==> src/rtl/puf_ctrl_pkg.sv <==
// Shared types and helpers for the ring-oscillator PUF measurement sequencer.
package puf_ctrl_pkg;

    typedef enum logic [2:0] {
        ST_IDLE,
        ST_CLEAR,
        ST_RUN,
        ST_SETTLE,
        ST_CAPTURE,
        ST_DONE
    } state_t;

    localparam int unsigned CNT_W_DEF     = 8;
    localparam int unsigned WIN_W_DEF     = 16;
    localparam int unsigned RESP_BITS_DEF = 8;

    // A zero-length window would never reach the last-cycle marker, so it runs as one cycle.
    function automatic int unsigned win_coerce(input int unsigned len);
        return (len == 0) ? 1 : len;
    endfunction

endpackage

==> src/rtl/puf_win_timer.sv <==
// Measurement-window down counter: loaded with the window length, flags its final cycle.
module puf_win_timer #(
    parameter int unsigned WIN_W = 16
) (
    input  logic             clk,
    input  logic             reset,
    input  logic             load,
    input  logic [WIN_W-1:0] len,
    input  logic             dec,
    output logic             last
);

    logic [WIN_W-1:0] r_win_cnt;

    always_ff @(posedge clk or negedge reset) begin
        if (!reset) begin
            r_win_cnt <= '0;
        end else if (load) begin
            r_win_cnt <= len;
        end else if (dec && (r_win_cnt != '0)) begin
            r_win_cnt <= r_win_cnt - WIN_W'(1);
        end
    end

    assign last = (r_win_cnt == WIN_W'(1));

endmodule

==> src/rtl/puf_measure_ctrl.sv <==
// RO-PUF measurement sequencer: per bit clear, gate, settle and compare an oscillator pair.
// Optional per-bit tie flags are built when PUF_TIE_FLAG_EN is defined.
module puf_measure_ctrl
    import puf_ctrl_pkg::*;
#(
    parameter int unsigned CNT_W     = CNT_W_DEF,
    parameter int unsigned WIN_W     = WIN_W_DEF,
    parameter int unsigned RESP_BITS = RESP_BITS_DEF,
    parameter int unsigned SEL_W     = 3
) (
    input  logic                 clk,
    input  logic                 reset,
    input  logic                 start,
    input  logic [WIN_W-1:0]     win_len,
    input  logic [CNT_W-1:0]     cnt_a,
    input  logic [CNT_W-1:0]     cnt_b,
    output logic [SEL_W-1:0]     pair_sel,
    output logic                 cnt_reset,
    output logic                 cnt_enable,
    output logic                 busy,
    output logic                 done,
    output logic [RESP_BITS-1:0] response,
    output logic                 ovf
`ifdef PUF_TIE_FLAG_EN
    ,
    output logic [RESP_BITS-1:0] tie
`endif
);

    state_t                r_state;
    state_t                w_next;
    logic [WIN_W-1:0]      r_len;
    logic [SEL_W-1:0]      r_bit_idx;
    logic [RESP_BITS-1:0]  r_response;
    logic                  r_ovf;
    logic [SEL_W-1:0]      r_pair_sel;
    logic                  r_cnt_reset;
    logic                  r_cnt_enable;
    logic                  r_busy;
    logic                  r_done;
    logic [SEL_W-1:0]      w_pair_sel;
    logic                  w_cnt_reset;
    logic                  w_cnt_enable;
    logic                  w_busy;
    logic                  w_done;
    logic                  w_accept;
    logic                  w_capture;
    logic                  w_last_bit;
    logic                  w_win_last;

    assign w_accept   = (r_state == ST_IDLE) && start;
    assign w_capture  = (r_state == ST_CAPTURE);
    assign w_last_bit = (r_bit_idx == SEL_W'(RESP_BITS - 1));

    puf_win_timer #(
        .WIN_W (WIN_W)
    ) u_win_timer (
        .clk   (clk),
        .reset (reset),
        .load  (r_state == ST_CLEAR),
        .len   (r_len),
        .dec   (r_state == ST_RUN),
        .last  (w_win_last)
    );

    always_ff @(posedge clk or negedge reset) begin
        if (!reset) begin
            r_state <= ST_IDLE;
        end else begin
            r_state <= w_next;
        end
    end

    always_comb begin
        w_next = r_state;
        case (r_state)
            ST_IDLE:    if (start) w_next = ST_CLEAR;
            ST_CLEAR:   w_next = ST_RUN;
            ST_RUN:     if (w_win_last) w_next = ST_SETTLE;
            ST_SETTLE:  w_next = ST_CAPTURE;
            ST_CAPTURE: w_next = w_last_bit ? ST_DONE : ST_CLEAR;
            ST_DONE:    w_next = ST_IDLE;
            default:    w_next = ST_IDLE;
        endcase
    end

    // Outputs are registered copies of the state decode, so the counter view lags the FSM by one cycle.
    always_comb begin
        w_pair_sel   = (r_state == ST_CLEAR) ? r_bit_idx : r_pair_sel;
        w_cnt_reset  = (r_state == ST_CLEAR);
        w_cnt_enable = (r_state == ST_RUN);
        w_busy       = (r_state != ST_IDLE) && (r_state != ST_DONE);
        w_done       = (r_state == ST_DONE);
    end

    always_ff @(posedge clk or negedge reset) begin
        if (!reset) begin
            r_pair_sel   <= '0;
            r_cnt_reset  <= 1'b0;
            r_cnt_enable <= 1'b0;
            r_busy       <= 1'b0;
            r_done       <= 1'b0;
        end else begin
            r_pair_sel   <= w_pair_sel;
            r_cnt_reset  <= w_cnt_reset;
            r_cnt_enable <= w_cnt_enable;
            r_busy       <= w_busy;
            r_done       <= w_done;
        end
    end

    always_ff @(posedge clk or negedge reset) begin
        if (!reset) begin
            r_len      <= '0;
            r_bit_idx  <= '0;
            r_response <= '0;
            r_ovf      <= 1'b0;
        end else if (w_accept) begin
            r_len      <= WIN_W'(win_coerce(32'(win_len)));
            r_bit_idx  <= '0;
            r_response <= '0;
            r_ovf      <= 1'b0;
        end else if (w_capture) begin
            r_response[r_bit_idx] <= (cnt_a > cnt_b);
            if ((cnt_a == '1) || (cnt_b == '1)) begin
                r_ovf <= 1'b1;
            end
            if (!w_last_bit) begin
                r_bit_idx <= r_bit_idx + SEL_W'(1);
            end
        end
    end

`ifdef PUF_TIE_FLAG_EN
    logic [RESP_BITS-1:0] r_tie;

    always_ff @(posedge clk or negedge reset) begin
        if (!reset) begin
            r_tie <= '0;
        end else if (w_accept) begin
            r_tie <= '0;
        end else if (w_capture) begin
            r_tie[r_bit_idx] <= (cnt_a == cnt_b);
        end
    end

    assign tie = r_tie;
`endif

    assign pair_sel   = r_pair_sel;
    assign cnt_reset  = r_cnt_reset;
    assign cnt_enable = r_cnt_enable;
    assign busy       = r_busy;
    assign done       = r_done;
    assign response   = r_response;
    assign ovf        = r_ovf;

endmodule

==> config.mk <==
export PLATFORM = sky130hd
export DESIGN_NAME = puf_measure_ctrl
export DESIGN_NICKNAME = d
export VERILOG_FILES = /design/src/rtl/puf_ctrl_pkg.sv /design/src/rtl/puf_win_timer.sv /design/src/rtl/puf_measure_ctrl.sv
export SDC_FILE = /design/constraint.sdc
export NUM_CORES = 1
export LEC_CHECK = 0
export CAP_MARGIN = 20
export CORE_UTILIZATION = 53
export CTS_CLUSTER_DIAMETER = 50
export DETAILED_ROUTE_END_ITERATION = 16
export GPL_TIMING_DRIVEN = 1
export HOLD_SLACK_MARGIN = 0.12
export PLACE_DENSITY = 0.83
export SLEW_MARGIN = 25
export SYNTH_ARGS = -nofsm -noshare
export SYNTH_HDL_FRONTEND = slang
export SYNTH_HIERARCHICAL = 1
export SYNTH_SLANG_ARGS = --single-unit
==> constraint.sdc <==
create_clock -name clk -period 3.65 [get_ports clk]
set_clock_uncertainty 0.2 [all_clocks]
set_input_delay 0.9125 -clock clk [delete_from_list [all_inputs] [get_ports clk]]
set_output_delay 0.9125 -clock clk [all_outputs]
set_load 0.005 [all_outputs]
---- Word-level counts from Yosys, hierarchy flattened ----
Index checks and enable logic that the tools add are counted.
Widths: inputs -> output; s select.
storage, ports and cells
  flip-flop bits (word level) ............. 54
  output and inout bits ................... 16
  logic and storage cells ................. 62
operators by class
  add/subtract/negate cells ............... 2
  order comparisons ....................... 3
  eq/ne operators ......................... 13
  mux-type cells .......................... 18
  reduce and logical (&&, ||, !) cells .... 15
operator list
  kind                   count
  $mux 16                3
  $mux 3                 6
  $eq 16x1->1 const B    1
  $eq 8x8->1 const B     2
  $logic_not 16->1       1
  $mux 8                 2
  $reduce_bool 16->1     1
  $sub 16x1->16 const B  1
  $pmux 3 s5             1
  $eq 3x3->1 const B     3
  $bwmux 8               1
  $gt 8x8->1             1
  $eq 3x2->1 const B     2
  $ne 2x2->1 const B     3
  $reduce_and 2->1       3
  $reduce_bool 2->1      3
  $logic_and 1x1->1      4
  $lt 3x4->1 const B     1
  $mux 1                 4
  $add 3x1->3 const B    1
  $demux 1 s3            1
  $eq 3x1->1 const B     1
  $ge 3x1->1 const B     1
  $logic_not 3->1        1
  3 further kinds        3

---- Longest topological paths before layout ----
  depth in word-level cells ............... 7
  depth in mapped cells ................... 8
  depth with buffers taken out ............ 6

---- Hierarchy ----
Netlist, hierarchy kept.
by module, submodules not included
  module            instances  cells each  area an instance (um^2)  seq. area each (um^2)
  puf_measure_ctrl  1          206         1986.9                   950.9
  puf_win_timer     1          132         1102.3                   400.4

---- Least setup slack after synthesis ----
Ideal clock, no wire load.
  path kind ............................... register -> register
  start ................................... register r_state[2]
  end ..................................... register u_win_timer.r_win_cnt[10]
  library setup time ...................... 0.136 ns
  arrival ................................. 2.302 ns
  data required time ...................... 3.314 ns
  setup slack ............................. 1.012 ns
  cell stages (with the launch flop) ...... 9
  path buffers ............................ 2
  clock period less this slack ............ 2.638 ns
  path through ............................ dfrtp_1 buf_4 nor2b_1 nor2b_1 or4bb_1 clkbuf_1 or4_1 a221oi_1 a21oi_1
on the way
  word-level cells in the longest chain between the ends .. 3
  elaborated cells on any way between the ends .. 5
  classes of those cells .................. eq/ne (2); mux (1); reduce/logical (2)
RTL lines
  what                         line                    source
  start, declared              puf_measure_ctrl.sv:30  state_t r_state;
  start signal, assigned       puf_measure_ctrl.sv:70  r_state <= w_next;
  $eq 3x2->1                   --
  named net w_cnt_enable       puf_measure_ctrl.sv:43  logic w_cnt_enable;
  $logic_and 1x1->1            puf_win_timer.sv:20     end else if (dec && (r_win_cnt != '0)) begin
  $reduce_bool 2->1 (no line)  --
  end signal, assigned         puf_win_timer.sv:19     r_win_cnt <= len;
  end signal, assigned         puf_win_timer.sv:21     r_win_cnt <= r_win_cnt - WIN_W'(1);
  end, declared                puf_win_timer.sv:13     logic [WIN_W-1:0] r_win_cnt;
The timed path passes the listed nets, and every way through them passes these cells.
A chain may end at the register's enable or synchronous reset.

---- Worst setup path after layout ----
  start ................................... register r_state[1]
  end ..................................... register u_win_timer.r_win_cnt[10]
Same word-level chain as after synthesis.

==> impl_results.md <==
- Result of the run: completed
- Routing layer with the top usage in global route: met2
- Smallest setup slack after layout: 813.2 ps
- Post-CTS Repair Setup Buffers: 0
- Post-synthesis simple-gate area fraction: between 20% and 30%
- Proportion of register bits with asynchronous set or reset after synthesis: 100.0%
- RSZ-0062 raised after global routing: no
- Drt wl/cell: 14.53 um
- Sequential share of power: a little under half
- Largest driver fanout on the critical path: 10
- First-pass iteration count of the detailed router: 6
- Global routing met2 resource utilization: 35.88%
- Internal power: 1.442 mW
- Psw: roughly 0.9 mW
- Yosys top cell by area: dfrtp_1
- Total of flip-flops plus latches after synthesis: 54
- Count of mapped cells out of synthesis: around 340
- Dominant synthesized flop cell: dfrtp_1
- Cell types with the largest area share after synthesis: dfrtp_1, nand2_1, ha_1, nor2_1, a21oi_1
- Number of antenna violations at the first check in global routing: 0
- Floorplan Core Area: between 0.005 and 0.006 sq mm
- Portion of the post-synthesis area used by sequential elements: roughly 44%
- RD Place Congestion: between 0.9 and 1
- Starting Density: a little under three fifths
- Met3 usage: roughly 4.2%
- DP Worst Slack: about 740 ps
- Total setup violations reported at the end of the flow: 0
- Synthesis-to-finish area growth: 19.97%
- Crit path arrival time: about 2800 ps
- Most frequent cells in the layout: nand2_1, dfrtp_1, clkdlybuf4s50_1
- Dominant combinational cell family by area after synthesis: simple AND/OR/NAND/NOR gates
- Max Fclk: between 0.3 and 0.4 GHz
- Sum of negative setup slack: 0 ps
- Warnings from Yosys: 6
- Die area: roughly 0.006 sq mm
- First DRT Iteration DRCs: roughly 350
- Clock insertion delay at the later pin of the skew report: 310 ps
- Total of cells resized after clock tree synthesis: 0
- Sink Count: 54
- Mapped Area: 0.003089 sq mm
- Comb pwr share: between 30% and 40%
- Overflow left after global routing: 0
- DRC: 0
- Worst min path class: flip-flop to flip-flop
- Row count: 27
- Combined global-route utilization of all metal layers: approximately a quarter
- Maximum vdd ir drop: 0.3176 mV
- Clock transition at the registers of the reported paths: around 100 ps
- Power density cells: 631.5 mW/mm^2
- Synth Area in Adders: approximately 5%
- Fraction of met1 tracks used by global routing: 34.55%
- Root Buffer: clkbuf_8
- Count of max-cap constraint violations: 0
- Fillers: 474
- Yosys top cell area share: 43.74%
- Vias per cell: 5.766
- Clock buffers created by TritonCTS: 5
- CP Launch Type: flip-flop
- Final net count: approximately 430
- Req. time, crit path: around 3600 ps
- Mapped Avg Cell Area: a little over 9 sq um
- Unique cell type count in the Yosys netlist: roughly 60
- Largest buffer count on any clock path: 2
- Global-route wire length before repair: 11360 um
- Fraction of layout cells with a size suffix above 1: a little under a tenth
- Number of global-route vias before repair: roughly 2400
- Number of buffer cells added on primary ports: 50
- Period utilization: between 70% and 80%
- Compound-cell area share of the yosys netlist: 12.60%
- Crit Path Category: flip-flop to flip-flop
- Pleak: between 1.5 and 2 nW
- Count of hold-fix buffers inserted at cts: 0
- Minimum clock period after layout: about 2800 ps
- Worst slew margin relative to its limit: 44.20%
- Post-Synthesis Net Count: slightly below 400
- Part of the total power dissipated in the clock network: between 10% and 20%
- Post-route ant nets: 0
- Maximum number of pins on one net before global-route repair: 37
- Number of vias after detailed routing: around 2600
- Post-synth EDFFs: 0
- Diodes inserted: 0
- Number of slew-limit violations in the final report: 0
- Share of cell area taken by muxes after synthesis: approximately 4.5%
- Die Y-Extent: between 70 and 80 um
- DPL Wire Length: roughly 4800 um
- Most common library cell in the layout ignoring fill and taps: nand2_1
- Routed wire length: 6653 um
- Worst slew pin tran: between 800 and 900 ps
- Total number of H-tree levels: 2
- Clock tree from TritonCTS: done
- Crit end category: flip-flop
- Sw Ratio: 38.37%
- Synthesized-area fraction occupied by xor and xnor cells: less than 1%
- X dimension of the die: between 70 and 80 um
- Final-report hold violation count: 0
- Total I/O pin count: 51
## cells in the mapped netlist, types with 3 or more instances
cell type	n
inv_1	18
ha_1	12
or4_4	3
a21oi_1	16
clkbuf_1	5
nand4_1	8
o21ai_0	9
a2bb2oi_1	3
nor2_1	31
nor3_1	5
o21ai_1	3
nor4_1	6
mux2_1	3
nor2b_1	6
or4_1	4
buf_6	5
a31oi_1	7
mux2_2	7
nand3_1	8
nand2_1	77
dfrtp_1	54
or3_1	3
## per-layer routing
layer  share of wire, %  up-vias  wire length (um)
met1                 46     1220              3088
met3                7.5        6               496
met2                 45      120              2999
met5                  0        -                 0
met4                1.0        0                68
li1                   -     1295                 -
## flip-flops by register name, summed over array words and instances, names as in the netlist
signal,count
done,1
pair_sel,3
cnt_enable,1
r_state,3
u_win_timer/r_win_cnt,16
r_len,16
ovf,1
busy,1
cnt_reset,1
r_bit_idx,3
response,8
## final timing paths
kind | slack, ps | to | startpoint | cells past startpoint
max | 810 | u_win_timer/r_win_cnt[10]$_DFFE_PN0P_ | r_state[1]$_DFFE_PN0P_ | 7
min | 290 | r_len[0]$_DFFE_PN0P_ | r_len[0]$_DFFE_PN0P_ | 2
max reg2reg | 810 | u_win_timer/r_win_cnt[10]$_DFFE_PN0P_ | r_state[1]$_DFFE_PN0P_ | 7
min reg2reg | 290 | r_len[0]$_DFFE_PN0P_ | r_len[0]$_DFFE_PN0P_ | 2
max in group asynchronous | 2140 | r_len[1]$_DFFE_PN0P_ | reset | 2
min in group asynchronous | 320 | pair_sel[0]$_DFFE_PN0P_ | reset | 1
## power by group through the flow
stage / logic (mW) / registers [mW] / clock network, mW
4_1_cts: 0.871 / 1.06 / 0.413
3_5_place_dp: 0.866 / 1.07 / 0
3_3_place_gp: 0.845 / 1.06 / 0
5_1_grt: 0.975 / 1.10 / 0.432
6_report: 0.868 / 1.07 / 0.408
2_1_floorplan: 0.707 / 0.974 / 0
## area by class of cell
class / instances / area, sq um / area share, %
multi-input combinational: 253 / 1569 / 42.34
sequential: 54 / 1351 / 36.46
timing repair buffer: 53 / 518.0 / 13.98
tap: 72 / 90.09 / 2.431
clock buffer: 6 / 72.57 / 1.958
inverter: 18 / 67.56 / 1.823
clock inverter: 2 / 37.54 / 1.013
## logic make-up after synthesis
| group | after synthesis |
|---|---|
| AND/OR/NAND/NOR | 170 |
| AO/OA/AOI/OAI | 58 |
| flip-flops | 54 |
| buffers and inverters | 31 |
| multiplexers | 12 |
| adder cells (fa/ha/maj) | 12 |
| XOR/XNOR | 1 |
## critical path, cell delays in order (launching register included)
cell,delay (ps)
dfrtp_1,590
nor2b_1,250
nor2b_1,150
buf_4,160
or4bb_1,570
or4_1,460
a221oi_1,270
a21oi_1,70
## through the flow
step / cell area (sq um) / hold WS, ps / cells / total power, mW / util [%]
floorplan: 3089 / 237.4 / 338 / 1.681 / -
global placement: 3596 / 252.9 / 450 / 1.901 / 64.51
detailed placement: 3596 / 263.9 / 450 / 1.938 / 64.51
CTS: 3706 / 288.8 / 458 / 2.343 / 66.49
global route: 3706 / 307.4 / 458 / 2.508 / 66.49
finish: 3706 / 286.9 / 458 / 2.340 / 66.49
(Power assumes the default switching activity.)
